**src/rtl/bft_leaf_port_pkg.sv**
```systemverilog
// Shared packet layout and FSM encoding for the BFT leaf port.
package bft_leaf_port_pkg;

  localparam int unsigned PktW     = 49;
  localparam int unsigned ValidBit = 48;
  localparam int unsigned DestMsb  = 47;
  localparam int unsigned DestLsb  = 43;
  localparam int unsigned PortMsb  = 42;
  localparam int unsigned PortLsb  = 39;
  localparam int unsigned SeqMsb   = 38;
  localparam int unsigned SeqLsb   = 32;
  localparam int unsigned DataMsb  = 31;
  localparam int unsigned DataLsb  = 0;
  localparam int unsigned SeqW     = SeqMsb - SeqLsb + 1;

  typedef enum logic [1:0] {
    StIdle,
    StSend,
    StReplay
  } state_e;

  function automatic logic [PktW-1:0] pack_pkt(input logic [DestMsb-DestLsb:0] dest,
                                               input logic [PortMsb-PortLsb:0] port,
                                               input logic [SeqW-1:0]          seq,
                                               input logic [DataMsb-DataLsb:0] data);
    return {1'b1, dest, port, seq, data};
  endfunction

endpackage

```
**src/rtl/sync_fifo.sv**
```systemverilog
// Single-clock FIFO; a push while full is accepted only together with a pop.
module sync_fifo #(
  parameter int unsigned Depth = 4,
  parameter int unsigned Width = 49
) (
  input  logic             clk_i,
  input  logic             rst_ni,
  input  logic             push_i,
  input  logic [Width-1:0] wdata_i,
  input  logic             pop_i,
  output logic [Width-1:0] rdata_o,
  output logic             empty_o,
  output logic             full_o
);

  localparam int unsigned AW = $clog2(Depth);
  typedef logic [AW-1:0] idx_t;
  typedef logic [AW:0]   cnt_t;
  localparam cnt_t Full = cnt_t'(Depth);

  logic [Width-1:0] mem_q [Depth];
  idx_t wptr_q, wptr_d, rptr_q, rptr_d;
  cnt_t cnt_q, cnt_d;
  logic do_push, do_pop;

  always_comb begin
    empty_o = (cnt_q == '0);
    full_o  = (cnt_q == Full);
    rdata_o = mem_q[rptr_q];
    do_pop  = pop_i && !empty_o;
    do_push = push_i && (!full_o || do_pop);
    wptr_d  = do_push ? wptr_q + idx_t'(1) : wptr_q;
    rptr_d  = do_pop ? rptr_q + idx_t'(1) : rptr_q;
    cnt_d   = cnt_q;
    if (do_push && !do_pop) begin
      cnt_d = cnt_q + cnt_t'(1);
    end else if (do_pop && !do_push) begin
      cnt_d = cnt_q - cnt_t'(1);
    end
  end

  always_ff @(posedge clk_i or negedge rst_ni) begin
    if (!rst_ni) begin
      wptr_q <= '0;
      rptr_q <= '0;
      cnt_q  <= '0;
    end else begin
      wptr_q <= wptr_d;
      rptr_q <= rptr_d;
      cnt_q  <= cnt_d;
    end
  end

  always_ff @(posedge clk_i) begin
    if (do_push) begin
      mem_q[wptr_q] <= wdata_i;
    end
  end

endmodule

```
**src/rtl/bft_leaf_port.sv**
```systemverilog
// Leaf-side port of a butterfly-fat-tree network: TX with replay buffer, RX with FIFO.
module bft_leaf_port
  import bft_leaf_port_pkg::*;
#(
  parameter int unsigned REPLAY_DEPTH = 8,
  parameter int unsigned RX_DEPTH     = 4
) (
  input  logic            clk,
  input  logic            reset,
  input  logic            start_req,
  output logic            ap_start,
  output logic [PktW-1:0] din_leaf_bft2interface,
  input  logic [PktW-1:0] dout_leaf_interface2bft,
  output logic            resend,
  input  logic            nack,
  input  logic            ack,
  input  logic            tx_valid,
  output logic            tx_ready,
  input  logic [4:0]      tx_dest,
  input  logic [3:0]      tx_port,
  input  logic [31:0]     tx_data,
  output logic            rx_valid,
  input  logic            rx_ready,
  output logic [PktW-1:0] rx_data
);

  localparam int unsigned AW = $clog2(REPLAY_DEPTH);
  // Pointers carry one extra wrap bit so full and empty are distinguishable.
  typedef logic [AW:0] ptr_t;
  localparam ptr_t Full = ptr_t'(REPLAY_DEPTH);

  state_e state_q, state_d;
  logic [PktW-2:0] rbuf_q [REPLAY_DEPTH];
  ptr_t head_q, head_d, tail_q, tail_d, rp_q, rp_d;
  ptr_t count, eff_rp;
  logic ap_start_q, ap_start_d;
  logic [SeqW-1:0] seq_q, seq_d;
  logic [PktW-1:0] din_q, din_d;
  logic resend_q, resend_d;
  logic tx_fire, ack_eff, emit;
  logic rx_in_valid, rx_pop, rx_full, rx_empty;

  // State register
  always_ff @(posedge clk or negedge reset) begin
    if (!reset) begin
      state_q <= StIdle;
    end else begin
      state_q <= state_d;
    end
  end

  // Next-state and replay pointer logic
  always_comb begin
    count   = tail_q - head_q;
    ack_eff = ack && (count != '0);
    tx_fire = tx_valid && tx_ready;
    head_d  = head_q + ptr_t'(ack_eff);
    tail_d  = tail_q + ptr_t'(tx_fire);
    // An ack that frees the entry about to be replayed pushes the replay past it.
    eff_rp  = (ack_eff && (rp_q == head_q)) ? head_d : rp_q;
    state_d = state_q;
    rp_d    = rp_q;
    emit    = 1'b0;
    unique case (state_q)
      StIdle: begin
        if (ap_start_q) state_d = StSend;
      end
      StSend: begin
        if (nack && (tail_d != head_d)) begin
          state_d = StReplay;
          rp_d    = head_d;
        end
      end
      StReplay: begin
        if (nack) begin
          rp_d = head_d;
          if (tail_q == head_d) state_d = StSend;
        end else if (eff_rp == tail_q) begin
          state_d = StSend;
        end else begin
          emit = 1'b1;
          rp_d = eff_rp + ptr_t'(1);
          if (rp_d == tail_q) state_d = StSend;
        end
      end
      default: state_d = StIdle;
    endcase
  end

  // Outputs
  always_comb begin
    tx_ready               = (state_q == StSend) && (count != Full);
    ap_start               = ap_start_q;
    din_leaf_bft2interface = din_q;
    resend                 = resend_q;
    rx_valid               = !rx_empty;
  end

  // Datapath next-state
  always_comb begin
    ap_start_d = ap_start_q | start_req;
    seq_d      = seq_q;
    din_d      = '0;
    if (tx_fire) begin
      din_d = pack_pkt(tx_dest, tx_port, seq_q, tx_data);
      seq_d = seq_q + SeqW'(1);
    end else if (emit) begin
      din_d = {1'b1, rbuf_q[eff_rp[AW-1:0]]};
    end
    rx_in_valid = dout_leaf_interface2bft[ValidBit];
    rx_pop      = rx_valid && rx_ready;
    resend_d    = rx_in_valid && rx_full && !rx_pop;
  end

  always_ff @(posedge clk or negedge reset) begin
    if (!reset) begin
      head_q     <= '0;
      tail_q     <= '0;
      rp_q       <= '0;
      ap_start_q <= 1'b0;
      seq_q      <= '0;
      din_q      <= '0;
      resend_q   <= 1'b0;
    end else begin
      head_q     <= head_d;
      tail_q     <= tail_d;
      rp_q       <= rp_d;
      ap_start_q <= ap_start_d;
      seq_q      <= seq_d;
      din_q      <= din_d;
      resend_q   <= resend_d;
    end
  end

  always_ff @(posedge clk) begin
    if (tx_fire) begin
      rbuf_q[tail_q[AW-1:0]] <= din_d[PktW-2:0];
    end
  end

  sync_fifo #(
    .Depth(RX_DEPTH),
    .Width(PktW)
  ) u_rx_fifo (
    .clk_i  (clk),
    .rst_ni (reset),
    .push_i (rx_in_valid),
    .wdata_i(dout_leaf_interface2bft),
    .pop_i  (rx_pop),
    .rdata_o(rx_data),
    .empty_o(rx_empty),
    .full_o (rx_full)
  );

endmodule
```
**config.mk**
```make
export PLATFORM = sky130hd
export DESIGN_NAME = bft_leaf_port
export DESIGN_NICKNAME = d
export VERILOG_FILES = /design/src/rtl/bft_leaf_port_pkg.sv /design/src/rtl/sync_fifo.sv /design/src/rtl/bft_leaf_port.sv
export SDC_FILE = /design/constraint.sdc
export NUM_CORES = 1
export LEC_CHECK = 0
export ABC_CLOCK_PERIOD_IN_PS = 7000
export BUFFER_PORTS_ARGS = -buffer_cell sky130_fd_sc_hd__buf_2
export CAP_MARGIN = 20
export CORE_MARGIN = 2
export CORE_UTILIZATION = 59
export DETAILED_ROUTE_END_ITERATION = 8
export PLACE_DENSITY = 0.83
export SYNTH_ARGS = -nofsm -noshare
export SYNTH_HDL_FRONTEND = slang
export SYNTH_SLANG_ARGS = --single-unit
```
**constraint.sdc**
```tcl
create_clock -name clk -period 7 [get_ports clk]
set_clock_uncertainty 0.05 [all_clocks]
set_input_delay 0.7 -clock clk [delete_from_list [all_inputs] [get_ports clk]]
set_output_delay 0.7 -clock clk [all_outputs]
set_load 0.05 [all_outputs]
```
==> metrics.csv, run 1 <==
metric,value,unit
track_usage,0.267,
antenna_found_initial,4,
timing.final.crit_share,0.863,
multi_input_area,0.00583,sq mm
slowest_stage,o21ai_0,
cts_buffers,66,
max_stage_delay,700,ps
grt_use_met1,0.343,
grt_pass1_wl,90400,microns
setup_viol_count_final,0,
crit_arrival,6260,ps
critPathLaunchType,flop,
grt.overflow.total,0,
fill_cells,2743,
grt_max_degree,145,
endpoint_kind,flop,
die_area,0.0452,sq mm
vias,15660,
drive_above_1_share,0.211,
postRouteAntennaNets,0,
yosys.cell_types.count,56,
r2r_cells,14,
final_common_cell,edfxtp_1,
crit_chain,"ha_1, a21oi_1, a21oi_1, o41ai_4, inv_2, ha_1, nand3_2, and2_4, inv_6, buf_4, nand2_1, a311oi_1, a31oi_1, o21ai_0",
cts_tree,yes,
syn_nets,1791,
syn_inst,1674,
p_leak,10.7,nW
areaGrowthSynthToFinish,14.8,%
hold_class,input pin to flop,
hold_viol_final,0,
gp_congestion,0.855,
fmax,166,MHz
initial_utilization,0.597,
tightestPinTransition,993,ps
grt_pass1_vias,15818,
fin_hold_ws,254,ps
rows,76,
drt_iter0_drc,1927,
avgViaCountPerCell,6.25,
post_cts_resized,0,
tns,0,ps
hold_depth,2,
layout_common_cells,"edfxtp_1, nand2_1, buf_2, nand3_1, dfrtp_1",
pin_count,199,
rsz0062_at_grt,false,
nets,1987,
hpwl,31400,microns
die_w,213,microns
routed_wl,60300,microns
slew_violations,0,
layout_setup_ws,960,ps
drv_cap,0,
routedWlPerCell,24.1,microns
dr.pass1.iters,6,
fin_crit,6040,ps
clk_transition_reported_paths,70,ps
required,7220,ps
hold_path_end,ap_start,
power.density,487,mW/mm^2
port_buffers,198,
syn_avg_cell_area,15.3,sq um
ys_ff_latch,659,
top_usage_layer,met2,
status,completed,
drc,0,
criticalPathCategory,flop to flop,
met3_usage,0.0610,
cts_buffer_depth,3,
yosys_most_used_dff,edfxtp_1,
async_flop_share,0.120,
seqCellArea,0.0194,sq mm
core_area,0.0430,sq mm
crit_fanout,68,
peakVddDrop,0.351,mV
timing.rr.start,tail_q[2],
htreeDepth,3,
synth-seq-area-share,0.756,
synth_area,0.0257,sq mm
grt_use_met2,0.444,
dp_slack,1120,ps
rr_endpoint,rbuf_q[0][2],
reg2reg_slack,960,ps
relSlewSlack,0.338,
die_h,213,microns
clock_latency,600,ps
cts.sinks,659,
synth_edf_count,580,
clk_root_buffer_cell,clkbuf_16,
hp-start,start_req,
yosys_warnings,0,
## critical path, delay by kind of cell, from the launching register on
kind | cells | cell delay [ps]
simple gates | 3 | 1030
buf+inv | 3 | 990
fa+ha+maj | 2 | 870
flops | 1 | 670
compound gates | 6 | 2070
## power breakdown
group          switching (mW)  leakage (nW)  internal (mW)
Clock                    1.46         0.995           1.93
Combinational            3.87          3.32           1.61
Sequential              0.357          6.37           5.12
Total                    5.69          10.7           8.66
## metal layers
metal / part of all wire / wire (microns)
met1: 0.37 / 22100
met2: 0.49 / 29800
met3: 0.10 / 6180
met4: 0.036 / 2170
met5: 0.00068 / 41
## per-stage QoR
step | utilization | power, mW | cells | cell area, sq um
finish | 0.686 | 14.4 | 2506 | 29500
global route | 0.685 | 15.0 | 2504 | 29500
CTS | 0.685 | 14.3 | 2503 | 29400
detailed placement | 0.637 | 10.9 | 2385 | 27400
global placement | 0.636 | 10.7 | 2383 | 27300
floorplan | - | 9.50 | 1674 | 25700
## sequential cells by signal (all words and copies together), names as in the netlist, 3 cells and up
| name | flops |
|---|---|
| u_rx_fifo.cnt_q | 3 |
| u_rx_fifo.mem_q | 196 |
| head_q | 4 |
| rp_q | 4 |
| rbuf_q | 384 |
| seq_q | 7 |
| din_leaf_bft2interface | 49 |
| tail_q | 4 |
## layout make-up
type	count	share of cell area
Timing Repair Buffer	236	0.0465
Multi-Input combinational cell	891	0.198
Inverter	16	0.00221
Clock buffer	83	0.0593
Tap cell	585	0.0248
Antenna cell	2	0.000170
Clock inverter	34	0.0107
Sequential cell	659	0.658
## worst max-delay path by stage
stage	from	endpoint	slack (ps)	depth (start not counted)
2_1_floorplan	head_q[2]	rbuf_q[4][0]	430	11
3_3_place_gp	tail_q[2]	rbuf_q[6][1]	1380	14
3_5_place_dp	tail_q[2]	rbuf_q[4][2]	1120	14
4_1_cts	tail_q[2]	rbuf_q[0][2]	1030	14
5_1_grt	tail_q[2]	rbuf_q[0][2]	610	14
6_report	tail_q[2]	rbuf_q[0][2]	960	14
## synth_stat cells (2+ instances only)
library cell / count / area share
inv_1: 13 / 0.0019
xnor2_1: 24 / 0.0082
buf_1: 14 / 0.0020
nand2_1: 353 / 0.052
and3_1: 49 / 0.012
edfxtp_1: 580 / 0.68
nor2b_1: 2 / 0.00049
a311oi_1: 48 / 0.016
buf_2: 19 / 0.0037
mux2_2: 2 / 0.00088
nor2_1: 11 / 0.0016
a31oi_1: 48 / 0.012
dfrtp_1: 79 / 0.077
clkbuf_1: 72 / 0.011
and2_1: 8 / 0.0020
inv_2: 3 / 0.00044
nor3b_1: 4 / 0.0012
nand4_1: 6 / 0.0015
o21ai_0: 18 / 0.0035
o21ai_1: 37 / 0.0072
xor2_1: 13 / 0.0044
nand2b_1: 3 / 0.00073
a211oi_1: 48 / 0.014
nor3_1: 5 / 0.00098
nand3_1: 106 / 0.021
ha_1: 19 / 0.0093
a21oi_1: 10 / 0.0020
buf_6: 2 / 0.00088
mux2i_1: 3 / 0.0012
mux4_2: 49 / 0.043
## cells by family (layout without fill, tap and decap cells)
| kind of cell | count (synthesis) | after routing | synth area share |
|---|---|---|---|
| flip-flops | 659 | 659 | 0.756 |
| AND/OR/NAND/NOR | 556 | 556 | 0.0954 |
| AO/OA/AOI/OAI | 222 | 222 | 0.0600 |
| buffers and inverters | 124 | 369 | 0.0198 |
| multiplexers | 56 | 56 | 0.0464 |
| XOR/XNOR | 37 | 37 | 0.0126 |
| adder cells (fa/ha/maj) | 20 | 20 | 0.0100 |
| other | 0 | 2 | 0 |
## what timing repair did
item / in CTS / in global routing
hold buffers: 1 / 0
endpoints found under the hold margin: 18 / 0
endpoints found under the setup margin: 0 / 0
buffers inserted: 0 / 0
Note: power is estimated with default switching activity, not from simulation.
==> inputs of run 2 (changes only) <==
--- a/config.mk
+++ b/config.mk
@@ -7,3 +7,3 @@
 export LEC_CHECK = 0
-export ABC_CLOCK_PERIOD_IN_PS = 7000
+export ABC_CLOCK_PERIOD_IN_PS = 6250
 export BUFFER_PORTS_ARGS = -buffer_cell sky130_fd_sc_hd__buf_2
@@ -12,2 +12,3 @@
 export CORE_UTILIZATION = 59
+export CTS_CLUSTER_DIAMETER = 150
 export DETAILED_ROUTE_END_ITERATION = 8
==> constraint.sdc (replaced) <==
create_clock -name clk -period 6.25 [get_ports clk]
set_clock_uncertainty 0.05 [all_clocks]
set_input_delay 0.625 -clock clk [delete_from_list [all_inputs] [get_ports clk]]
set_output_delay 0.625 -clock clk [all_outputs]
set_load 0.01 [all_outputs]
==> metrics.csv, run 2 (same netlist as run 1, synthesis figures left out) <==
metric,value,unit
crit_arrival,6030,ps
antenna_found_initial,5,
cts_setup_buffers,0,
grt_pass1_wl,89100,microns
seqPwrFrac,0.399,
criticalPathCategory,flop to flop,
fin_crit,5780,ps
cts_buffers,66,
grt_pass1_vias,15640,
clock_latency,600,ps
avgViaCountPerCell,6.22,
postRouteAntennaNets,0,
nets,1995,
largest_reg_flops,384,
layout_common_cells,"edfxtp_1, nand2_1, buf_2, nand3_1, dfrtp_1",
internal_power,9.99,mW
status,completed,
cts_tree,yes,
port_buffers,198,
routed_wl,59700,microns
slew_violations,0,
grt.overflow.total,0,
gp_congestion,0.817,
drive_above_1_share,0.218,
peakVddDrop,0.432,mV
crit_family,compound AO/OA/AOI/OAI gates,
final_common_cell,edfxtp_1,
fill_cells,2746,
cts_buffer_depth,3,
tns,0,ps
drc,0,
worst-path-buf-inv,3,
vias,15681,
clk_transition_reported_paths,70,ps
p_clk_frac,0.263,
required,6490,ps
cts.sinks,659,
critPathLaunchType,flop,
htreeDepth,3,
finish.utilization,0.691,
pin_count,199,
crit_chain,"ha_1, a21oi_1, a21oi_1, o41ai_4, inv_2, ha_1, ha_1, xor2_1, buf_4, nor3_1, nor2_4, xnor2_1, a311o_1, or2_2, buf_4, o21ai_1",
track_usage,0.264,
tightestPinTransition,1000,ps
crit_fanout,21,
die_w,213,microns
hold_viol_final,0,
drt_iter0_drc,1818,
rows,76,
hold_class,input pin to flop,
switchingPower,5.37,mW
fmax,173,MHz
finalNonFillerCells,2522,
timing.critical_path.mode_cell,ha_1,
slowest_stage,dfrtp_1,
initial_utilization,0.597,
routedWlPerCell,23.7,microns
rsz0062_at_grt,false,
placedCellCount,2394,
p_leak,10.8,nW
setup_viol_count_final,0,
die_h,213,microns
reg2reg_slack,470,ps
comb_power_share,0.338,
relSlewSlack,0.331,
drv_cap,0,
endpoint_kind,flop,
areaGrowthSynthToFinish,15.7,%
hpwl,31000,microns
core_area,0.0430,sq mm
power.density,517,mW/mm^2
clk_root_buffer_cell,clkbuf_16,
cp_num_cells,16,
grt_max_degree,145,
max_stage_delay,690,ps
swShare,0.350,
hold_depth,1,
die_area,0.0452,sq mm
dr.pass1.iters,6,
timing.final.crit_share,0.925,
r2r_cells,16,
==> run 2: power by group through the flow <==
stage	sequential (mW)	combinational (mW)	clock, mW
5_1_grt	6.19	5.61	4.25
6_report	6.13	5.19	4.04
3_5_place_dp	6.20	5.08	0
2_1_floorplan	6.06	3.55	0
4_1_cts	6.13	5.15	4.09
3_3_place_gp	6.17	4.90	0
==> run 2: final timing paths <==
check,from,endpoint
min in group asynchronous,reset,din_leaf_bft2interface[33]
min,dout_leaf_interface2bft[5],u_rx_fifo.mem_q[2][5]
min reg2reg,u_rx_fifo.rptr_q[1],u_rx_fifo.rptr_q[1]
max in group asynchronous,reset,u_rx_fifo.rptr_q[0]
max reg2reg,tail_q[2],rbuf_q[3][40]
max,tail_q[2],rbuf_q[3][40]
==> run 2: what timing repair did <==
| item | CTS | global route |
|---|---|---|
| hold endpoints to repair | 23 | 0 |
| resized for setup | 0 | 0 |
| hold buffers | 1 | 0 |
==> run 2: through the flow <==
stage                     power, mW  hold WS [ps]  setup slack [ps]  instance area, sq um
final                          15.4           207               468                 29700
after global routing           16.0           188               202                 29700
after CTS                      15.4           179               579                 29700
after detailed placement       11.3           410               619                 27400
after global placement         11.1           405               845                 27400
after floorplan                9.61           279              27.0                 25700
==> run 2: area by class of cell <==
type                            instances  area (sq um)  area share
Clock buffer                           87          1830      0.0618
Clock inverter                         34           399      0.0134
Antenna cell                            6          15.0    0.000506
Timing Repair Buffer                  244          1400      0.0473
Inverter                               16          65.1     0.00219
Sequential cell                       659         19400       0.654
Multi-Input combinational cell        891          5830       0.197
Tap cell                              585           732      0.0247
==> run 2: worst register-to-register path, cell delays in order (launching register included) <==
cell and delay [ps]:
dfrtp_1 690, ha_1 370, a21oi_1 210, a21oi_1 150, o41ai_4 640, inv_2 130, ha_1 230, ha_1 190
xor2_1 140, buf_4 180, nor3_1 440, nor2_4 100, xnor2_1 210, a311o_1 350, or2_2 560, buf_4 310
o21ai_1 530
==> run 2: routing by layer <==
layer / GRT usage / vias up / routed length (microns)
met4: 0.122 / 2 / 2330
li1: - / 6782 / -
met3: 0.0545 / 173 / 5910
met5: 0 / - / 15
met1: 0.348 / 7813 / 22300
met2: 0.428 / 911 / 29200
==> inputs of run 3 (changes only) <==
Settings changed: REMOVE_ABC_BUFFERS set to 1.
==> metrics.csv, run 3 (same netlist as run 1, synthesis figures left out) <==
metric,value,unit
rsz0062_at_grt,false,
vias,15484,
relSlewSlack,0.328,
seqCellArea,0.0194,sq mm
slew_violations,0,
hold_viol_final,0,
clk_transition_reported_paths,60,ps
p_leak,10.6,nW
clk_root_buffer_cell,clkbuf_16,
cts_buffer_depth,3,
cts_setup_buffers,0,
clock_latency,600,ps
hpwl,28900,microns
drc,0,
largest_reg_flops,384,
cts_buffers,66,
fmax,177,MHz
pin_count,199,
crit_arrival,5880,ps
grt_max_degree,145,
grt_pass1_vias,15866,
grt.overflow.total,0,
track_usage,0.259,
cts_tree,yes,
power.total,15.0,mW
htreeDepth,3,
cts.sinks,659,
setup_viol_count_final,0,
die_w,213,microns
multi_input_area,0.00583,sq mm
layout_common_cells,"edfxtp_1, nand2_1, buf_2, nand3_1, dfrtp_1",
required,6460,ps
peakVddDrop,0.456,mV
routedWlPerCell,23.0,microns
core_area,0.0430,sq mm
timing.final.crit_share,0.906,
endpoint_kind,flop,
power.density,510,mW/mm^2
initial_utilization,0.597,
port_buffers,198,
gp_congestion,0.830,
status,completed,
die_h,213,microns
fill_cells,2728,
routed_wl,57500,microns
nets,1979,
final_common_cell,edfxtp_1,
critPathLaunchType,flop,
tightestPinTransition,1010,ps
drv_cap,0,
crit_fanout,18,
finalNonFillerCells,2497,
drive_above_1_share,0.208,
avgViaCountPerCell,6.20,
antenna_found_initial,7,
die_area,0.0452,sq mm
grt_pass1_wl,88300,microns
placedCellCount,2378,
areaGrowthSynthToFinish,14.3,%
dr.pass1.iters,5,
fin_hold_ws,183,ps
hold_class,input pin to flop,
rows,76,
drt_iter0_drc,1725,
criticalPathCategory,flop to flop,
postRouteAntennaNets,0,
fin_crit,5660,ps
==> run 3: changes by cell type in the layout (fill, tap and decap cells not counted), sizes merged <==
cell | previous run | this run
diode | 6 | 3
clkinv | 21 | 19
bufinv | 8 | 4
clkinvlp | 0 | 1
clkbuf | 87 | 85
buf | 243 | 227
inv | 21 | 22
==> run 3: repair_timing <==
item / CTS / global route
hold endpoints to repair: 17 / 0
gates resized for setup: 0 / 0
hold buffers: 1 / 0
==> run 3: through the flow <==
stage,setup WS [ps],cell area [sq um],utilization,TNS (ps)
finish,588,29300,0.683,0
global route,171,29300,0.682,0
CTS,617,29300,0.682,0
detailed placement,677,27300,0.635,0
global placement,933,27300,0.635,0
floorplan,-2920,25200,-,-1306360
==> run 3: path summary, 6_finish.rpt <==
kind	cells after the start	end	slack [ps]	start
setup / recovery	15	rbuf_q[2][2]	590	tail_q[2]
hold / removal	2	ap_start	180	start_req
setup reg to reg	15	rbuf_q[2][2]	590	tail_q[2]
hold reg to reg	1	u_rx_fifo.cnt_q[2]	430	u_rx_fifo.cnt_q[2]
max in group asynchronous	3	rp_q[3]	4440	reset
min in group asynchronous	2	din_leaf_bft2interface[12]	390	reset
==> run 3: metal layers <==
metal | track usage | part of all wire | up-vias
met5 | 0 | 0.00071 | -
met3 | 0.0575 | 0.097 | 149
met4 | 0.117 | 0.033 | 6
met2 | 0.430 | 0.50 | 914
met1 | 0.331 | 0.37 | 7670
li1 | - | - | 6745
==> run 3: cell type report <==
type / count / share of cell area
multi-input cells: 891 / 0.199
diodes: 3 / 0.000256
repair buffers: 228 / 0.0433
well taps: 585 / 0.0250
flip-flops and latches: 659 / 0.661
clock buffers: 85 / 0.0594
clock inverters: 30 / 0.00990
inverters: 16 / 0.00222
==> run 3: worst max-delay path, stage by stage (launching register included) <==
cell	delay [ps]
dfrtp_1	670
ha_1	370
a21oi_1	210
a21oi_1	150
o41ai_4	670
inv_2	120
ha_1	230
ha_1	190
xor2_1	150
nor3_1	390
nor2_4	100
xnor2_1	190
a311o_1	350
or2_2	470
buf_4	300
o21ai_0	700
==> run 3: power breakdown <==
part	internal (mW)	switching (mW)
sequential	5.74	0.408
combinational	1.79	3.30
clock	2.15	1.59
